===== src/rtl/fetch_sequencer.sv =====
// PC and fetch controller for the instruction ROM: IDLE/RUN/DONE sequencing.
// Optional FETCH_WRAP_GUARD_EN stops sequential fetch at the top of ROM.
module fetch_sequencer #(
  parameter int IW         = 16,
  parameter int DW         = 9,
  parameter int START_ADDR = 0
) (
  input  logic          Clk,
  input  logic          Reset,
  input  logic          Start,
  input  logic          Stall,
  input  logic          Halt,
  input  logic          BranchEn,
  input  logic          BranchRel,
  input  logic [IW-1:0] Target,
  input  logic [DW-1:0] InstIn,
  output logic [IW-1:0] InstAddress,
  output logic [DW-1:0] InstOut,
  output logic          InstValid,
  output logic          Done,
  output logic [15:0]   InstCount,
  output logic          WrapErr
);

  localparam logic [1:0] S_IDLE = 2'd0;
  localparam logic [1:0] S_RUN  = 2'd1;
  localparam logic [1:0] S_DONE = 2'd2;

  localparam logic [IW-1:0] START_PC = IW'(START_ADDR);

  logic [1:0]    state;
  logic [IW-1:0] pc;
  logic [15:0]   cnt;
  logic [15:0]   cnt_inc;
  logic [IW-1:0] br_pc;

  assign cnt_inc = (cnt == 16'hFFFF) ? cnt : cnt + 16'd1;
  assign br_pc   = BranchRel ? pc + Target : Target;

`ifdef FETCH_WRAP_GUARD_EN
  logic wrap;
  logic at_top;

  assign at_top = (pc == {IW{1'b1}});
`endif

  always_ff @(posedge Clk) begin
    if (Reset) begin
      state <= S_IDLE;
      pc    <= START_PC;
      cnt   <= '0;
`ifdef FETCH_WRAP_GUARD_EN
      wrap  <= 1'b0;
`endif
    end else begin
      unique case (state)
        S_RUN: begin
          if (Halt) begin
            state <= S_DONE;
            cnt   <= cnt_inc;
          end else if (!Stall) begin
            cnt <= cnt_inc;
            if (BranchEn) begin
              pc <= br_pc;
`ifdef FETCH_WRAP_GUARD_EN
            end else if (at_top) begin
              // last word still retires; PC parks on it
              state <= S_DONE;
              wrap  <= 1'b1;
`endif
            end else begin
              pc <= pc + 1'b1;
            end
          end
        end
        S_IDLE, S_DONE: begin
          if (state == S_IDLE) begin
            pc <= START_PC;
          end
          if (Start) begin
            state <= S_RUN;
            pc    <= START_PC;
            cnt   <= '0;
`ifdef FETCH_WRAP_GUARD_EN
            wrap  <= 1'b0;
`endif
          end
        end
        default: begin
          state <= S_IDLE;
          pc    <= START_PC;
        end
      endcase
    end
  end

  assign InstAddress = pc;
  assign InstValid   = (state == S_RUN);
  assign InstOut     = InstValid ? InstIn : '0;
  assign Done        = (state == S_DONE);
  assign InstCount   = cnt;

`ifdef FETCH_WRAP_GUARD_EN
  assign WrapErr = wrap;
`else
  assign WrapErr = 1'b0;
`endif

endmodule


===== config.mk =====
export PLATFORM = sky130hd
export DESIGN_NAME = fetch_sequencer
export DESIGN_NICKNAME = d
export VERILOG_FILES = /design/src/rtl/fetch_sequencer.sv
export SDC_FILE = /design/constraint.sdc
export NUM_CORES = 1
export LEC_CHECK = 0
export CAP_MARGIN = 20
export CORE_ASPECT_RATIO = 1.1
export CORE_MARGIN = 2
export CORE_UTILIZATION = 44
export CTS_BUF_LIST = sky130_fd_sc_hd__clkbuf_16
export DETAILED_ROUTE_END_ITERATION = 7
export PLACE_DENSITY = 0.82
export SETUP_SLACK_MARGIN = 0.2
export SYNTH_ARGS = -nofsm -noshare
export SYNTH_HDL_FRONTEND = slang
export SYNTH_SLANG_ARGS = --single-unit

===== constraint.sdc =====
create_clock -name Clk -period 2 [get_ports Clk]
set_input_delay 0.4 -clock Clk [delete_from_list [all_inputs] [get_ports Clk]]
set_output_delay 0.4 -clock Clk [all_outputs]
set_load 0.05 [all_outputs]

# Word-level counts from Yosys, hierarchy flattened
# Index checks and enable logic that the tools add are counted.
[totals]
reg_bits = 34
wordCells = 37
input_bits = 32
output_inout_bits = 44
[op_classes]
muxes = 16
eq_ne = 9
reduce_logical = 6
addsub = 3
[op_table]
columns = ["operator", "n"]
rows = [
  ["16-bit 2-to-1 mux", 10],
  ["16-bit case mux with 2 select lines", 2],
  ["16-bit by 1-bit adder with 16-bit output (second input constant)", 2],
  ["16-bit adder", 1],
  ["16-bit == test (second input constant)", 1],
  ["9-bit 2-to-1 mux", 1],
  ["2-bit inequality test (second input constant)", 4],
  ["3-bit inequality test (second input constant)", 2],
  ["3-bit AND reduction", 2],
  ["2-bit 2-to-1 mux", 2],
  ["2-bit case mux with 2 select lines", 1],
  ["2-bit by 1-bit == test with 1-bit output (second input constant)", 1],
  ["2-bit == test (second input constant)", 1],
  ["2-bit zero test", 1],
  ["2-bit AND reduction", 1],
  ["2-bit nonzero test", 1],
  ["2-bit OR reduction", 1],
]

# Logic depth before layout (Yosys ltp)
[logic_depth]
ltp_word = 6
depth_mapped = 10
mapped_depth_nobuf = 10

# Worst setup path after synthesis
# OpenSTA, ideal clock, no wires.
[synth_path]
path_type = "register -> register"
startpoint = "register pc[0], in the netlist InstAddress[0]"
endpoint = "register pc[10], in the netlist InstAddress[10]"
setup_time_ps = 101
stages_incl_launch_ff = 11
t_arrival_ps = 2370
t_required_ps = 1899
n_path_buf = 0
slack_ps = -471
period_less_slack_ps = 2471
cell_sequence = "dfxtp_1 -> ha_1 -> inv_1 -> fa_1 -> nor2b_1 -> o2111ai_1 -> a21oi_1 -> nor2_1 -> o21ai_0 -> xnor2_1 -> o41ai_1"
[synth_between]
elab_chain_len = 6
word_cells_on_any_way = 7
classes_between = "2 x add/sub; 5 x mux"
[synth_rtl]
columns = ["item", "line", "rtl"]
rows = [
  ["start: declaration", "32", "logic [IW-1:0] pc;"],
  ["start signal: assignment", "64", "pc <= br_pc;"],
  ["start signal: assignment", "72", "pc <= pc + 1'b1;"],
  ["16-bit adder", "38", "assign br_pc = BranchRel ? pc + Target : Target;"],
  ["16-bit 2-to-1 mux", "38", ""],
  ["16-bit 2-to-1 mux *", "63", "if (BranchEn) begin"],
  ["16-bit 2-to-1 mux *", "61", "end else if (!Stall) begin"],
  ["16-bit 2-to-1 mux *", "58", "if (Halt) begin"],
  ["16-bit case mux with 2 select lines *", "56", "unique case (state)"],
]
# Every way passes the cells marked *; elsewhere a longest branch is shown, timed or not. The select of a mux whose other input is x is not followed.
# A chain may end at the register's enable or synchronous reset.

# Final worst setup path
[layout_path]
startpoint = "register pc[0], in the netlist InstAddress[0]"
endpoint = "register pc[2], in the netlist InstAddress[2]"
# The elaborated chain is that of the path after synthesis.

==> out/results.ini <==
[timing]
fin_crit_sh = 1.087
finalMaxSlewViolations = 0
tightest_slew_ps = 518.1
final.setup.tns_ps = -347.5
holdWs_ps = 513.4
setup_viol = 7
setup_ws_ps = -174.0
rsz0062_at_grt = true
fin_skew_ps = 4.417
finalHoldViolations = 0
fmax_ghz = 0.4600
post-route-min-period_ps = 2174
slew_headroom = 0.6560

[global_routing]
grt_use_met3 = 0.04253
overflow = 0
grt_use_met2 = 0.5139
grt_util_met1 = 0.3225
grtUsageTotal = 0.2789
grt_max_degree = 20
grt_busiest_layer = met2
grt_pass1_vias = 3352
grt_pass1_wl_mm = 15.25
antenna_found_initial = 0

[routing]
avgViaCountPerCell = 6.062
ant_nets = 0
drc_errors = 0
wl_mm = 10.97
routedWlPerCell_um = 18.34
drt_iter0_markers = 210
vias = 3625
drt-pass1-iter-count = 5

[critical_path]
rr_endpoint = InstAddress[2]$_SDFFE_PP0P_
startpoint = InstAddress[0]$_SDFFE_PP0P_
r2r-start = InstAddress[0]$_SDFFE_PP0P_
reg2regPathDepth = 11
critPathRequiredTime_ps = 2200
cp_max_fo = 2
critPathKind = reg -> reg
cp-start-kind = flop
worstSetupEndpointType = flop
crit_end = InstAddress[2]$_SDFFE_PP0P_
arrival_ps = 2370
reg2reg_slack_ps = -170

[placed_design]
gp_congestion = 0.9205
dp_hpwl_mm = 7.073
portBuffers = 74

[power_and_ir_drop]
p_seq_frac = 0.341
pwr-share-comb = 0.297
p_sw_w = 0.0005993
power_leakage_nw = 2.128
swShare = 0.3012
ir_worst_vdd_v = 0.0004131
power.density_mw_per_mm2 = 403.3
internal-power_w = 0.001391
p_clk_frac = 0.362

[cts]
clk_path_buf_depth = 2
cts_buffers = 5
cts_tree = built
cts.sinks = 34
clkTransAtPathRegs_ps = 50
htree_levels = 2
clk_latency_ps = 280
root_buffer = clkbuf_16

[yosys]
synth_fa_ha_area_frac = 0.08474
synth_xor_area_frac = 0.07016
async_flop_share = 0
synth.top_cell.area_share = 0.2478
yosysWarningCount = 0
syn_area_mm2 = 0.002746
synth_top_family_by_area = simple AND/OR/NAND/NOR gates
syn_inst = 373
synthMuxAreaShare = 0.02916
yosys-top-cells-area = dfxtp_1 25%, ha_1 7.7%, o21ai_0 6.4%
yosys.area_share.simple = 0.2756
yosysTopAreaCell = dfxtp_1
synth_edf_count = 0
synth_compound_area_frac = 0.2433
avgSynthCellArea_um2 = 7.363
yosys_most_used_dff = dfxtp_1
synth_cell_types = 50
yosysSeqAreaShare = 0.2478
synth_nets = 423
synth-seq-cells = 34

[final_layout]
final_cell_mix = 76 x buf_4, 40 x nor2_1, 38 x dlygate4sd2_1
fill_cells = 354
nets = 567
area_growth_pct = 79.64
diodes = 0
final_layout_size_suffix_gt1_frac = 0.4054
layout_commonest_cell = buf_4

[floorplan]
die_h_um = 86.86
rows = 30
io_pins = 76
dieWidth_um = 79.33
die-area_mm2 = 0.006891
start_util = 0.4489
core_area_mm2 = 0.006118

[outcome]
violations = negative setup slack
status = finished with violations

[min_path]
hold_path_class = reg -> reg

[job]
drv_cap = 0

## flip-flops by register name, summed over array words and instances, names as in the netlist
register,flops
InstAddress,16
InstCount,16
state,2
## critical path, stage by stage (launching register included)
cell and delay [ps]:
dfxtp_4 360, ha_4 140, inv_2 30, fa_2 360, buf_4 150, nor2b_1 130
o21ai_1 190, o21ai_1 170, a21oi_2 200, nor2b_4 160, o21ai_1 70, a21oi_1 130
## how the worst min path moves through the flow
stage,start,endpoint,slack (ps),depth (start not counted)
6_report,InstCount[5]$_SDFFE_PP0P_,InstCount[5]$_SDFFE_PP0P_,510,2
4_1_cts,InstAddress[12]$_SDFFE_PP0P_,InstAddress[12]$_SDFFE_PP0P_,470,2
3_5_place_dp,InstAddress[12]$_SDFFE_PP0P_,InstAddress[12]$_SDFFE_PP0P_,470,2
3_3_place_gp,InstAddress[12]$_SDFFE_PP0P_,InstAddress[12]$_SDFFE_PP0P_,460,2
2_1_floorplan,Reset,InstAddress[5]$_SDFFE_PP0P_,480,1
5_1_grt,InstAddress[12]$_SDFFE_PP0P_,InstAddress[12]$_SDFFE_PP0P_,530,2
## Yosys cell counts, drive strengths merged (7+ instances only)
cell     n
and2    11
ha      17
dfxtp   34
clkbuf  11
nand2   25
xnor2    9
a21oi   30
o21ai   36
mux2i    8
inv     15
nand2b   7
nor2    44
xor2    13
or3     10
nand4   11
nand3   19
## layer usage
layer  part of all wire  routed length (µm)
met4              0.027                 298
met1               0.37                4069
met3              0.074                 816
met2               0.53                5785
met5                  0                   0
## final cells by class
cell class / count / area, µm² / area share
clock inverters: 3 / 11.26 / 0.002283
multi-input cells: 309 / 2470 / 0.5006
flip-flops and latches: 34 / 775.7 / 0.1572
repair buffers: 152 / 1395 / 0.2828
well taps: 80 / 100.1 / 0.02029
clock buffers: 5 / 125.1 / 0.02536
inverters: 15 / 56.30 / 0.01141
## timing repair
item	4_1_cts	5_1_grt
resized for setup	93	61
pin swaps	25	23
gates cloned	0	0
hold buffers	0	0
endpoints found under the setup margin	58	39
buffers inserted	7	5
## power by group through the flow
stage                     Sequential (W)  Combinational [W]  Clock (W)
after floorplan                 0.000714           0.000222          0
after global placement          0.000690           0.000479          0
after detailed placement        0.000691           0.000491          0
after CTS                       0.000678           0.000516   0.000725
after global routing            0.000680           0.000618   0.000759
final                           0.000679           0.000590   0.000720
## cells by family (layout without fill, tap and decap cells)
group	count (synthesis)	in the layout
and+or+nand+nor	151	151
AOI/OAI and AO/OA	109	109
DFF	34	34
buffers and inverters	30	175
xor gates and xnor gates	22	22
adders and majority gates	18	18
muxes	8	8
other	1	1
## stage by stage
step	std cells	total power [W]	utilization	worst slack (ps)	instance area [µm²]
4_1_cts	593	0.001918	0.7564	-10.07	4628
3_5_place_dp	578	0.001182	0.6992	-719.2	4278
6_report	598	0.001990	0.8063	-174.0	4933
5_1_grt	598	0.002056	0.8063	-173.2	4933
2_1_floorplan	373	0.0009364	-	-71.83	2925
3_3_place_gp	578	0.001169	0.6992	-597.4	4278
Power figures use the tool's default switching activity.
